### src/rtl/mul_div_unit.sv
// Multi-cycle signed 32x32 multiply (radix-2 Booth) and 32/32 divide (restoring)
// engine; one bit per clock, 64-bit result {hi, lo} loaded on completion.
module mul_div_unit (
  input  logic        clk,
  input  logic        clr,
  input  logic        start,
  input  logic        op,
  input  logic [31:0] a,
  input  logic [31:0] b,
  output logic        busy,
  output logic        done,
  output logic        dbz,
  output logic [63:0] result
);

  typedef enum logic [1:0] {S_IDLE, S_RUN, S_FIX, S_DONE} state_t;

  state_t      r_state;
  state_t      w_state_next;
  logic [4:0]  r_cnt;
  logic        r_op;
  logic        r_neg_q;
  logic        r_neg_r;
  logic [63:0] r_acc;
  logic [63:0] r_mcand;
  logic [32:0] r_mq;
  logic [63:0] r_result;
  logic        r_dbz;

  logic        w_accept;
  logic        w_is_dbz;
  logic [31:0] w_abs_a;
  logic [31:0] w_abs_b;
  logic [63:0] w_booth_acc;
  logic [32:0] w_trial;
  logic [63:0] w_div_acc;
  logic [31:0] w_quo;
  logic [31:0] w_rem;

  assign w_accept = start && ((r_state == S_IDLE) || (r_state == S_DONE));
  assign w_is_dbz = op && (b == 32'h0);
  assign w_abs_a  = a[31] ? -a : a;
  assign w_abs_b  = b[31] ? -b : b;

  // Booth pair {b[i], b[i-1]}: 01 adds the shifted multiplicand, 10 subtracts it.
  always_comb begin
    w_booth_acc = r_acc;
    case (r_mq[1:0])
      2'b01:   w_booth_acc = r_acc + r_mcand;
      2'b10:   w_booth_acc = r_acc - r_mcand;
      default: w_booth_acc = r_acc;
    endcase
  end

  // Divide packs {remainder, quotient/dividend-shift} into r_acc; divisor sits in r_mcand[31:0].
  assign w_trial   = r_acc[63:31] - {1'b0, r_mcand[31:0]};
  assign w_div_acc = w_trial[32] ? {r_acc[62:0], 1'b0}
                                 : {w_trial[31:0], r_acc[30:0], 1'b1};

  assign w_quo = r_neg_q ? -r_acc[31:0]  : r_acc[31:0];
  assign w_rem = r_neg_r ? -r_acc[63:32] : r_acc[63:32];

  always_ff @(posedge clk or negedge clr) begin
    if (!clr) r_state <= S_IDLE;
    else      r_state <= w_state_next;
  end

  always_comb begin
    w_state_next = r_state;
    case (r_state)
      S_IDLE, S_DONE: begin
        if (w_accept) w_state_next = w_is_dbz ? S_DONE : S_RUN;
        else          w_state_next = S_IDLE;
      end
      S_RUN:   if (r_cnt == 5'd31) w_state_next = S_FIX;
      S_FIX:   w_state_next = S_DONE;
      default: w_state_next = S_IDLE;
    endcase
  end

  always_ff @(posedge clk or negedge clr) begin
    if (!clr) begin
      r_cnt    <= 5'd0;
      r_op     <= 1'b0;
      r_neg_q  <= 1'b0;
      r_neg_r  <= 1'b0;
      r_acc    <= 64'h0;
      r_mcand  <= 64'h0;
      r_mq     <= 33'h0;
      r_result <= 64'h0;
      r_dbz    <= 1'b0;
    end else begin
      case (r_state)
        S_IDLE, S_DONE: begin
          if (w_accept) begin
            r_op  <= op;
            r_cnt <= 5'd0;
            if (w_is_dbz) begin
              r_result <= {a, 32'hFFFF_FFFF};
              r_dbz    <= 1'b1;
            end else if (op) begin
              r_acc   <= {32'h0, w_abs_a};
              r_mcand <= {32'h0, w_abs_b};
              r_neg_q <= a[31] ^ b[31];
              r_neg_r <= a[31];
            end else begin
              r_acc   <= 64'h0;
              r_mcand <= {{32{a[31]}}, a};
              r_mq    <= {b, 1'b0};
            end
          end
        end
        S_RUN: begin
          r_cnt <= r_cnt + 5'd1;
          if (r_op) begin
            r_acc <= w_div_acc;
          end else begin
            r_acc   <= w_booth_acc;
            r_mcand <= {r_mcand[62:0], 1'b0};
            r_mq    <= {r_mq[32], r_mq[32:1]};
          end
        end
        S_FIX: begin
          r_result <= r_op ? {w_rem, w_quo} : r_acc;
          r_dbz    <= 1'b0;
        end
        default: ;
      endcase
    end
  end

  assign busy   = (r_state == S_RUN) || (r_state == S_FIX);
  assign done   = (r_state == S_DONE);
  assign dbz    = r_dbz;
  assign result = r_result;

endmodule
### config.mk
export PLATFORM = sky130hd
export DESIGN_NAME = mul_div_unit
export DESIGN_NICKNAME = d
export VERILOG_FILES = /design/src/rtl/mul_div_unit.sv
export SDC_FILE = /design/constraint.sdc
export NUM_CORES = 1
export LEC_CHECK = 0
export CAP_MARGIN = 20
export CORE_ASPECT_RATIO = 1.75
export CORE_MARGIN = 4
export CORE_UTILIZATION = 40
export DETAILED_ROUTE_END_ITERATION = 16
export DONT_BUFFER_PORTS = 1
export PLACE_DENSITY = 0.64
export SETUP_SLACK_MARGIN = 0.1
export SLEW_MARGIN = 20
export SYNTH_ARGS = -nofsm -noshare
export SYNTH_HDL_FRONTEND = slang
export SYNTH_SLANG_ARGS = --single-unit
### constraint.sdc
create_clock -name clk -period 15.1 [get_ports clk]
set_input_delay 3.02 -clock clk [delete_from_list [all_inputs] [get_ports clk]]
set_output_delay 3.02 -clock clk [all_outputs]
set_load 0.05 [all_outputs]
Word-level counts from Yosys, hierarchy flattened
Cells that the tools add are included.

storage, ports and cells
  latch bits = 0
  memory bits (writable) = 0
  word-level logic and storage cells = 87
  input bits = 68
  bits in registers = 236
  memories = 0
  memory bits (read-only) = 0
  output and inout port bits = 67

operators by class
  reductions and logical operators = 17
  eq/ne operators = 13
  magnitude comparators = 0
  shift operators = 0
  divide/modulo/power cells = 0
  bitwise logic cells = 4
  multipliers = 0
  muxes and demuxes = 34
  add/subtract/negate cells = 8

operator list
  cell                                                                     count
  64-bit two-way mux                                                       11
  64-bit case mux with 2 select lines                                      4
  32-bit two-way mux                                                       6
  32-bit negation                                                          4
  33-bit two-way mux                                                       3
  33-bit case mux with 2 select lines                                      1
  64-bit adder                                                             1
  64-bit subtractor                                                        1
  33-bit by 32-bit subtractor with 33-bit output                           1
  32-bit zero test                                                         1
  2-bit inequality test, second input constant                             6
  4-bit AND reduction                                                      3
  5-bit case mux with 2 select lines                                       1
  5-bit AND reduction                                                      2
  2-bit == test, second input constant                                     3
  2-bit two-way mux                                                        3
  2-bit case mux with 3 select lines                                       1
  5-bit by 1-bit adder with 5-bit output, second input constant            1
  5-bit == test, second input constant                                     1
  5-bit two-way mux                                                        1
  2-bit by 1-bit == test with 1-bit output, second input constant          2
  4-bit by 2-bit inequality test with 1-bit output, second input constant  1
  2-bit AND reduction                                                      2
  2-bit nonzero test                                                       2
  other kinds (9)                                                          14

Longest topological paths before layout
Gate-level depths: netlist of run 1.

  depth after elaboration = 6
  depth in mapped cells = 22

Least setup slack after synthesis of run 1
Ideal clock, no wire load.

  path type = in2reg
  start point = in a[5]
  end point = reg r_acc[27]
  arrival time = 5971 ps
  setup slack = 8999 ps
  required time = 14970 ps
  cell stages on the path = 10
  buffers on the path = 0
  cells stage by stage = or4_4 -> or3_4 -> or4_4 -> or4_4 -> or3_4 -> o31a_1 -> xnor2_1 -> nor2_1 -> a2111oi_4 -> a21oi_2

on the way
  word-level cells in the longest chain between the ends = 6

ends and longest elaborated chain
  item                                 line  RTL
  start: declaration                   8     input logic [31:0] a,
  32-bit negation                      42    assign w_abs_a = a[31] ? -a : a;
  32-bit two-way mux                   42
  32-bit two-way mux                   101   end else if (op) begin
  64-bit two-way mux                   98    if (w_is_dbz) begin
  64-bit two-way mux                   95    if (w_accept) begin
  64-bit case mux with 2 select lines  93    case (r_state)
  end signal: assignment               102   r_acc <= {32'h0, w_abs_a};
  end signal: assignment               116   r_acc <= w_div_acc;
  end signal: assignment               118   r_acc <= w_booth_acc;
  end: declaration                     24    logic [63:0] r_acc;

No other way between the ends. The select of a mux whose other input is x is not followed.
A chain may end at the register's enable or synchronous reset.

Worst setup path in the final report of run 1
  start point = in b[9]
  end point = reg r_result[33], in the netlist result[33]

on the way
  word-level cells in the longest chain between the ends = 4

ends and longest elaborated chain
  item                             line  RTL
  start: declaration               9     input logic [31:0] b,
  32-bit zero test                 41    assign w_is_dbz = op && (b == 32'h0);
  1-bit logical AND                41
  2-bit inequality test (no line)  -
  3-bit AND reduction (no line)    -
  end signal: assignment           99    r_result <= {a, 32'hFFFF_FFFF};
  end signal: assignment           124   r_result <= r_op ? {w_rem, w_quo} : r_acc;
  end: declaration                 27    logic [63:0] r_result;

No other way between the ends.

==> impl_metrics.tcl, run 1 <==
set metrics [dict create \
    critical_path_peak_fanout 61 \
    rsz0062_at_grt "false" \
    n_antenna_cell 0 \
    drc 0 \
    status "finished, final reports clean" \
    io_buffer_count 0 \
    ys_ff_latch 236 \
    multi_input_area_sq_mm 0.0135 \
    synth_top_area_share_pct 29.1 \
    drv_slew 0 \
    synthesis.yosys.warnings 0 \
    max_clock_freq_ghz 0.160 \
    grt_max_degree 237 \
    drtIter0Drc 1620 \
    vias 19900 \
    dp_hpwl_microns 60600 \
    synthesis.area_sq_mm 0.0203 \
    clk_path_buf_depth 3 \
    fp.dieW_microns 178 \
    cts.sinks 236 \
    rows 109 \
    holdPathEnd "r_cnt[4]$_DFFE_PN0P_" \
    final_common_cell "a21oi_1" \
    grt_first_pass_wirelength_microns 116000 \
    dp_cells 3164 \
    fin_ws_ps 8840 \
    ios 135 \
    fin_cells 3212 \
    period_share_pct 41.5 \
    drtAntennaViolNets 0 \
    antenna_found_initial 1 \
    die-area_sq_mm 0.0546 \
    required_ps 15570 \
    clock_tree.root_cell "clkbuf_16" \
    holdPathStages 2 \
    synth-edff-count 0 \
    hold_path_class "register to register" \
    tritoncts "yes" \
    reg2reg_to "r_acc[55]$_DFFE_PN0P_" \
    post_drt_wl_per_cell_microns 24.2 \
    critPathKind "primary input to register" \
    synthArstFlopShare_pct 100 \
    endpoint_kind "register" \
    via_per_inst 6.19 \
    maxCapViolCount 0 \
    finalHoldViolCount 0 \
    arrival_ps 6730 \
    most-common-layout-cells "312 x a21oi_1, 309 x nor2_1, 248 x nand2_1, 247 x o21ai_0, 236 x dfrtp_1" \
    fillCellCount 5101 \
    synth.area.top_cells "dfrtp_1 29%, a21oi_1 7.7%, xnor2_1 7.3%" \
    r2r_slack_ps 9000 \
    cts_made_buffers 26 \
    yosysTopAreaCell "dfrtp_1" \
    die_h_microns 306 \
    synth_cells 2637 \
    hp-start "r_cnt[4]$_DFFE_PN0P_" \
    r2r_cells 18 \
    core_sq_mm 0.0505 \
    synth_flop_cell "dfrtp_1" \
    drive_above_1_share_pct 4.16 \
    grt_util_all_layers_pct 27.6 \
    synth_cell_types 71 \
    fin_nets 2702 \
    grt_pass1_vias 19500 \
    postCtsHoldBufs 0 \
    startpoint_type "primary input" \
    setup_viol 0 \
    routed_wl_microns 77700 \
    max-slew-margin-rel_pct 22.8 \
    h-tree-depth 1 \
    regArea_sq_mm 0.00591 \
    r2r-start "r_mcand[14]$_DFFE_PN0P_" \
    post_cts_buffers 0 \
    worst-slew-pin-transition_ps 1150 \
    synth_fp_nets 2812 \
    areaGrowthSynthToFinish_pct 6.84 \
    placement.setup.worst_slack_ps 8320 \
    finClkSkew_ps 37.6 \
    ctsResizeCount 0 \
    overflow 0 \
    period_needed_ps 6260 \
    seq_area_frac_synth_pct 29.1 \
    start_util_pct 40.3 \
    finalSetupTns_ps 0 \
    gp_congestion 0.993 \
    drt-pass1-iter-count 8 \
    clk_latency_ps 590 \
    clkTransAtPathRegs_ps 70 \
    syn_avg_cell_area_sq_um 7.70 \
]
[cells in the mapped netlist, types with 6 or more instances]
cell,n
o31ai_1,33
nor3b_1,9
a21o_1,50
clkbuf_1,144
and3_1,15
o21a_1,10
nand3_1,35
inv_1,83
and4_1,6
nor3_1,44
a31oi_1,57
o21bai_1,23
dfrtp_1,236
a211oi_1,36
or4_1,13
o21ai_0,247
nor4_1,27
xnor2_1,170
and2_1,9
a21oi_1,313
buf_1,14
a222oi_1,6
nand2_1,248
nand4_1,31
a221oi_1,29
nor2_1,310
or3_1,26
xor2_1,89
a22oi_1,16
mux2i_1,58
nand2b_1,23
o211ai_1,13
o41ai_1,17
ha_1,105
nor2b_1,8
[kinds of logic (layout without fill, tap and decap cells)]
family	Yosys count	count (layout)	share of synthesized area [%]
AND/OR/NAND/NOR	825	825	18.5
buffers and inverters	244	153	4.55
adder cells (fa/ha/maj)	107	107	6.67
flip-flops	236	236	29.1
multiplexers	61	61	3.02
XOR/XNOR	259	259	11.2
AO/OA/AOI/OAI	905	905	27.0
[state kept, by name, indices dropped and copies added (netlist names), 2 cells and up]
register / count
r_acc: 64
r_cnt: 5
r_mcand: 64
r_mq: 33
r_state: 2
result: 64
[routing by layer]
layer,up-vias,global-route usage (%),routed length [microns]
met5,-,0,0
met4,0,21.6,7730
met3,316,4.05,4890
li1,9306,-,-
met2,846,48.8,38500
met1,9426,28.9,26600
[worst max path at each step]
stage,from,to,slack [ps]
after floorplan,a[5],r_acc[27]$_DFFE_PN0P_,9000
after global placement,b[9],r_acc[63]$_DFFE_PN0P_,8420
after detailed placement,b[9],result[33]$_DFFE_PN0P_,8320
after CTS,b[9],result[33]$_DFFE_PN0P_,8940
after global routing,r_mcand[14]$_DFFE_PN0P_,r_acc[55]$_DFFE_PN0P_,8420
final,b[9],result[33]$_DFFE_PN0P_,8840
[worst max-delay path: stages]
cell and delay [ps]:
or4_1 520, or2_2 340, nor3_1 250, nand2b_1 140
nor4_1 310, and3_1 460, a21o_2 840, nand2_1 450
o22ai_1 290, a21oi_1 70
[cell type report]
class	instances	share of cell area (%)
Multi-Input combinational cell	2157	62.4
Clock inverter	15	0.865
Tap cell	666	3.84
Clock buffer	32	3.33
Sequential cell	236	27.2
Timing Repair Buffer	21	0.876
Inverter	85	1.47
[metrics by stage]
| stage | hold slack [ps] | cell area [sq um] | util, % |
|---|---|---|---|
| CTS | 528 | 21700 | 43.0 |
| detailed placement | 502 | 20800 | 41.2 |
| finish | 529 | 21700 | 43.0 |
| floorplan | 463 | 20300 | - |
| global route | 538 | 21700 | 43.0 |
| global placement | 503 | 20700 | 41.1 |
Power of run 1 is left out: the tool's default activity adds up to more than one toggle a clock period on the data nets, which glitch-free logic cannot reach.
==> run 2: changes to the inputs <==
PLACE_DENSITY = 0.66   (was 0.64)
clock period = 5.42 ns   (was 15.1 ns; I/O delays follow)
==> run 2 against run 1 <==
Worst hold slack got worse by 340 ps. Via count rose by 3.2%. Cell count rose by 4.1%. Largest cell class unchanged. Global-route usage rose by 1.2 points. Critical endpoint is now r_acc[59]$_DFFE_PN0P_. Critical path type is now register to register. Register-to-register slack lost 8700 ps. Clock skew is 5.6 ps lower.
==> impl_metrics.tcl, run 2 (same netlist as run 1, synthesis figures left out) <==
set metrics [dict create \
    areaGrowthSynthToFinish_pct 12.0 \
    finalHoldViolCount 0 \
    clock_tree.root_cell "clkbuf_16" \
    cts_made_buffers 27 \
    drv_slew 0 \
    overflow 0 \
    drt-pass1-iter-count 8 \
    tritoncts "yes" \
    die_h_microns 306 \
    antenna_found_initial 1 \
    fin_nets 2836 \
    hold_path_class "primary input to asynchronous set/reset pin" \
    rsz0062_at_grt "true" \
    grt_max_degree 237 \
    drtIter0Drc 1645 \
    fin_area_sq_mm 0.0227 \
    die-area_sq_mm 0.0546 \
    ios 135 \
    required_ps 5850 \
    rows 109 \
    h-tree-depth 1 \
    setup_viol 0 \
    gp_congestion 1.01 \
    period_needed_ps 5100 \
    clk_path_buf_depth 3 \
    clkTransAtPathRegs_ps 70 \
    core_sq_mm 0.0505 \
    most-common-layout-cells "309 x nor2_1, 308 x a21oi_1, 248 x nand2_1, 241 x o21ai_0, 236 x dfrtp_1" \
    finClkSkew_ps 32.1 \
    postCtsHoldBufs 0 \
    drive_above_1_share_pct 9.33 \
    endpoint_kind "register" \
    critPathKind "register to register" \
    routed_wl_microns 81300 \
    critical_path_peak_fanout 4 \
    post_drt_wl_per_cell_microns 24.3 \
    dp_hpwl_microns 64500 \
    fp.dieW_microns 178 \
    drc 0 \
    clk_latency_ps 590 \
    r2r-start "r_mcand[15]$_DFFE_PN0P_" \
    drtAntennaViolNets 0 \
    grt_pass1_vias 20200 \
    maxCapViolCount 0 \
    final_common_cell "nor2_1" \
    worst-slew-pin-transition_ps 1100 \
    place_area_sq_mm 0.0217 \
    grt_util_all_layers_pct 28.8 \
    start_util_pct 40.3 \
    startpoint "r_mcand[15]$_DFFE_PN0P_" \
    startpoint_type "register" \
    via_per_inst 6.14 \
    period_share_pct 94.0 \
    grt_first_pass_wirelength_microns 120000 \
    arrival_ps 5530 \
    io_buffer_count 0 \
    max_clock_freq_ghz 0.196 \
    n_antenna_cell 0 \
    vias 20500 \
    cts.sinks 236 \
    max-slew-margin-rel_pct 26.7 \
    status "finished, final reports clean" \
]
## run 2: critical path, cell delays in order (launching register included)
cell,delay (ps)
dfrtp_1,400
or4_1,540
or3_1,360
or3_1,360
nor2_1,120
buf_4,150
nand2_1,60
o21ai_0,180
xnor2_1,160
ha_1,270
a21oi_1,190
o21ai_1,150
a221oi_2,260
or3b_2,470
o21ai_2,160
o21ai_0,100
buf_4,170
a221oi_4,310
buf_4,160
o211ai_1,90
xnor2_1,170
o211ai_1,100
## run 2: through the flow
stage / worst slack (ps) / cells / utilization, % / hold slack, ps / TNS, ps
detailed placement: -9.78 / 3295 / 43.0 / 512 / -9.78
global route: -11.6 / 3345 / 45.1 / 176 / -12.4
floorplan: 471 / 2637 / - / 463 / 0
finish: 323 / 3345 / 45.1 / 188 / 0
global placement: 27.4 / 3295 / 43.0 / 499 / 0
CTS: 104 / 3342 / 44.8 / 171 / 0
## run 2: metal layers
layer	track usage (%)	part of all wire, %
met4	23.4	10
met3	3.84	5.3
met1	29.1	34
met5	0	0
met2	51.8	51
## run 2: layout make-up
| class | count | area [sq um] |
|---|---|---|
| Timing Repair Buffer | 154 | 1180 |
| Multi-Input combinational cell | 2157 | 13600 |
| Clock inverter | 11 | 100 |
| Inverter | 85 | 319 |
| Clock buffer | 36 | 769 |
| Sequential cell | 236 | 5910 |
| Fill cell | 5044 | 27700 |
| Tap cell | 666 | 833 |
## run 2: final timing paths
kind | to | slack [ps] | cells past startpoint
setup / recovery | r_acc[59]$_DFFE_PN0P_ | 320 | 21
hold / removal | r_mq[11]$_DFFE_PN0P_ | 190 | 0
setup reg to reg | r_acc[59]$_DFFE_PN0P_ | 320 | 21
hold reg to reg | r_mq[9]$_DFFE_PN0P_ | 530 | 2
max in group asynchronous | r_mcand[35]$_DFFE_PN0P_ | 4820 | 0
min in group clk | r_mq[9]$_DFFE_PN0P_ | 530 | 2
## run 2: what timing repair did
| item | in CTS | in global routing |
|---|---|---|
| pin swaps | 0 | 4 |
| resized for setup | 2 | 23 |
| setup buffers | 0 | 2 |
| setup endpoints to repair | 3 | 19 |
| endpoints found under the hold margin | 0 | 0 |
Power of run 2 is left out for the same reason.
==> run 3: changes to the inputs <==
ABC_AREA = 1   (was unset)
==> run 3 against run 2 <==
The run now ends with slew limit left. Setup slack better by 110 ps. First-iteration DRC count is 50% higher. Non-clock buffer count is 104 lower. Cell count is 57% higher. Synthesized cell count is 70% higher. Area after synthesis is 25% higher.
==> impl_metrics.tcl, run 3 <==
set metrics [dict create \
    clk_path_buf_depth 3 \
    drc 0 \
    maxCapViolCount 0 \
    crit_buf_inv 3 \
    most-common-layout-cells "1,585 x nand2_1, 731 x inv_1, 447 x nor2_1, 351 x nand3_1, 236 x dfrtp_1" \
    period_needed_ps 4990 \
    r2r-start "r_mcand[1]$_DFFE_PN0P_" \
    clock_tree.root_cell "clkbuf_16" \
    crit_path_max_incr_delay_ps 410 \
    drtAntennaViolNets 0 \
    ys_ff_latch 236 \
    synth_most_common_cell "nand2_1" \
    rows 121 \
    clkTransAtPathRegs_ps 70 \
    gp_congestion 1.15 \
    finClkSkew_ps 41.3 \
    cts.sinks 236 \
    grt_pass1_vias 27700 \
    synthesis.area_sq_mm 0.0254 \
    drt-pass1-iter-count 6 \
    finalHoldViolCount 0 \
    worst-slew-pin-transition_ps 1570 \
    finalSetupTns_ps 0 \
    overflow 0 \
    final_common_cell "nand2_1" \
    drv_slew 50 \
    areaGrowthSynthToFinish_pct 7.30 \
    syn_avg_cell_area_sq_um 5.67 \
    io_buffer_count 0 \
    setup_viol 0 \
    synth_cells 4479 \
    via_per_inst 5.54 \
    netlist_top_cells_count "1,585 x nand2_1, 731 x inv_1, 449 x nor2_1, 353 x nand3_1, 236 x dfrtp_1" \
    synth_flop_cell "dfrtp_1" \
    critPathKind "register to register" \
    grt_first_pass_wirelength_microns 176000 \
    grt_max_degree 237 \
    status "finished with violations" \
    place_area_sq_mm 0.0262 \
    hold_path_class "primary input to asynchronous set/reset pin" \
    arrival_ps 5500 \
    synth_fp_nets 4654 \
    ios 135 \
    fin_area_sq_mm 0.0272 \
    startpoint_type "register" \
    synthesis.yosys.warnings 0 \
    synth-edff-count 0 \
    max_clock_freq_ghz 0.201 \
    grt_util_all_layers_pct 34.9 \
    max-slew-margin-rel_pct -4.51 \
    endpoint_kind "register" \
    crit_family "simple AND/OR/NAND/NOR gates" \
    rsz0062_at_grt "false" \
    yosysTopAreaCell "nand2_1" \
    worst_path_max_delay_cell "ha_1" \
    drive_above_1_share_pct 3.86 \
    post_drt_wl_per_cell_microns 23.2 \
    dp_hpwl_microns 98000 \
    die_h_microns 341 \
    startpoint "r_mcand[1]$_DFFE_PN0P_" \
    h-tree-depth 1 \
    critical_path_peak_fanout 6 \
    antenna_found_initial 3 \
    period_share_pct 92.0 \
    seq_area_frac_synth_pct 23.3 \
    synth.area.top_cells "nand2_1 23%, dfrtp_1 23%, inv_1 11%" \
    postCtsHoldBufs 0 \
    drtIter0Drc 2462 \
    synthArstFlopShare_pct 100 \
    fin_nets 4606 \
    synth_cell_types 51 \
    cp_cell_sequence "inv_1 -> ha_1 -> nand3_2 -> inv_1 -> nand2_2 -> inv_2 -> nand2_2 -> nor2_2 -> nand3_2 -> o21ai_2 -> nand2_1 -> xor2_1 -> ha_1 -> nand2_1 -> nor2_1 -> nand2_1 -> nor2_1 -> nand2_1 -> nand3_1 -> nand3_1 -> nand3_1 -> nand2_1" \
    routed_wl_microns 122000 \
    synth_top_area_share_pct 23.4 \
    required_ps 5930 \
    clk_latency_ps 640 \
    tritoncts "yes" \
    cts_made_buffers 28 \
    core_sq_mm 0.0625 \
    start_util_pct 40.6 \
    die-area_sq_mm 0.0677 \
    vias 29100 \
    fp.dieW_microns 198 \
    cpMostUsedCell "nand2_1" \
    violations "slew limit" \
]
-- run 3: through the flow --
stage          utilization, %  hold WS (ps)  instances  worst slack (ps)
2_1_floorplan               -           459       4479              2120
3_3_place_gp             41.9           481       5200               300
3_5_place_dp             41.9           490       5200               434
4_1_cts                  43.5           155       5251               372
5_1_grt                  43.5           175       5252               239
6_report                 43.6           177       5255               433
-- run 3: layout make-up --
class / instances / area (sq um)
timing repair buffer: 50 / 375
tap: 799 / 1000
fill: 6917 / 35300
sequential: 236 / 5910
clock buffer: 29 / 714
multi-input combinational: 3373 / 16100
antenna: 4 / 10.0
inverter: 742 / 2790
clock inverter: 22 / 314
-- run 3: routing by layer --
metal / routed length (microns) / GRT usage (%) / vias to the layer above
met3: 8410 / 5.61 / 503
met4: 13800 / 30.3 / 0
li1: - / - / 14000
met5: 0 / 0 / -
met2: 58200 / 59.4 / 1310
met1: 41200 / 36.9 / 13300
-- run 3: kinds of logic after synthesis --
family | share of synthesized area (%)
AND/OR/NAND/NOR | 41.7
buffers and inverters | 13.3
XOR/XNOR | 3.93
adder cells (fa/ha/maj) | 5.33
AO/OA/AOI/OAI | 12.4
multiplexers | 0.0444
flip-flops | 23.3
-- run 3: repair_timing --
item,CTS,global route
setup endpoints to repair,0,5
buffers inserted,0,0
gates resized for setup,0,2
-- run 3: worst paths after layout --
check	cells past startpoint	slack, ps	endpoint
worst max-delay path	22	430	r_acc[40]$_DFFE_PN0P_
worst min-delay path	0	180	r_mcand[48]$_DFFE_PN0P_
worst max register to register	22	430	r_acc[40]$_DFFE_PN0P_
worst min register to register	2	500	r_cnt[4]$_DFFE_PN0P_
max in group asynchronous	0	4000	result[40]$_DFFE_PN0P_
min in group clk	2	500	r_cnt[4]$_DFFE_PN0P_
Power of run 3 is left out for the same reason.
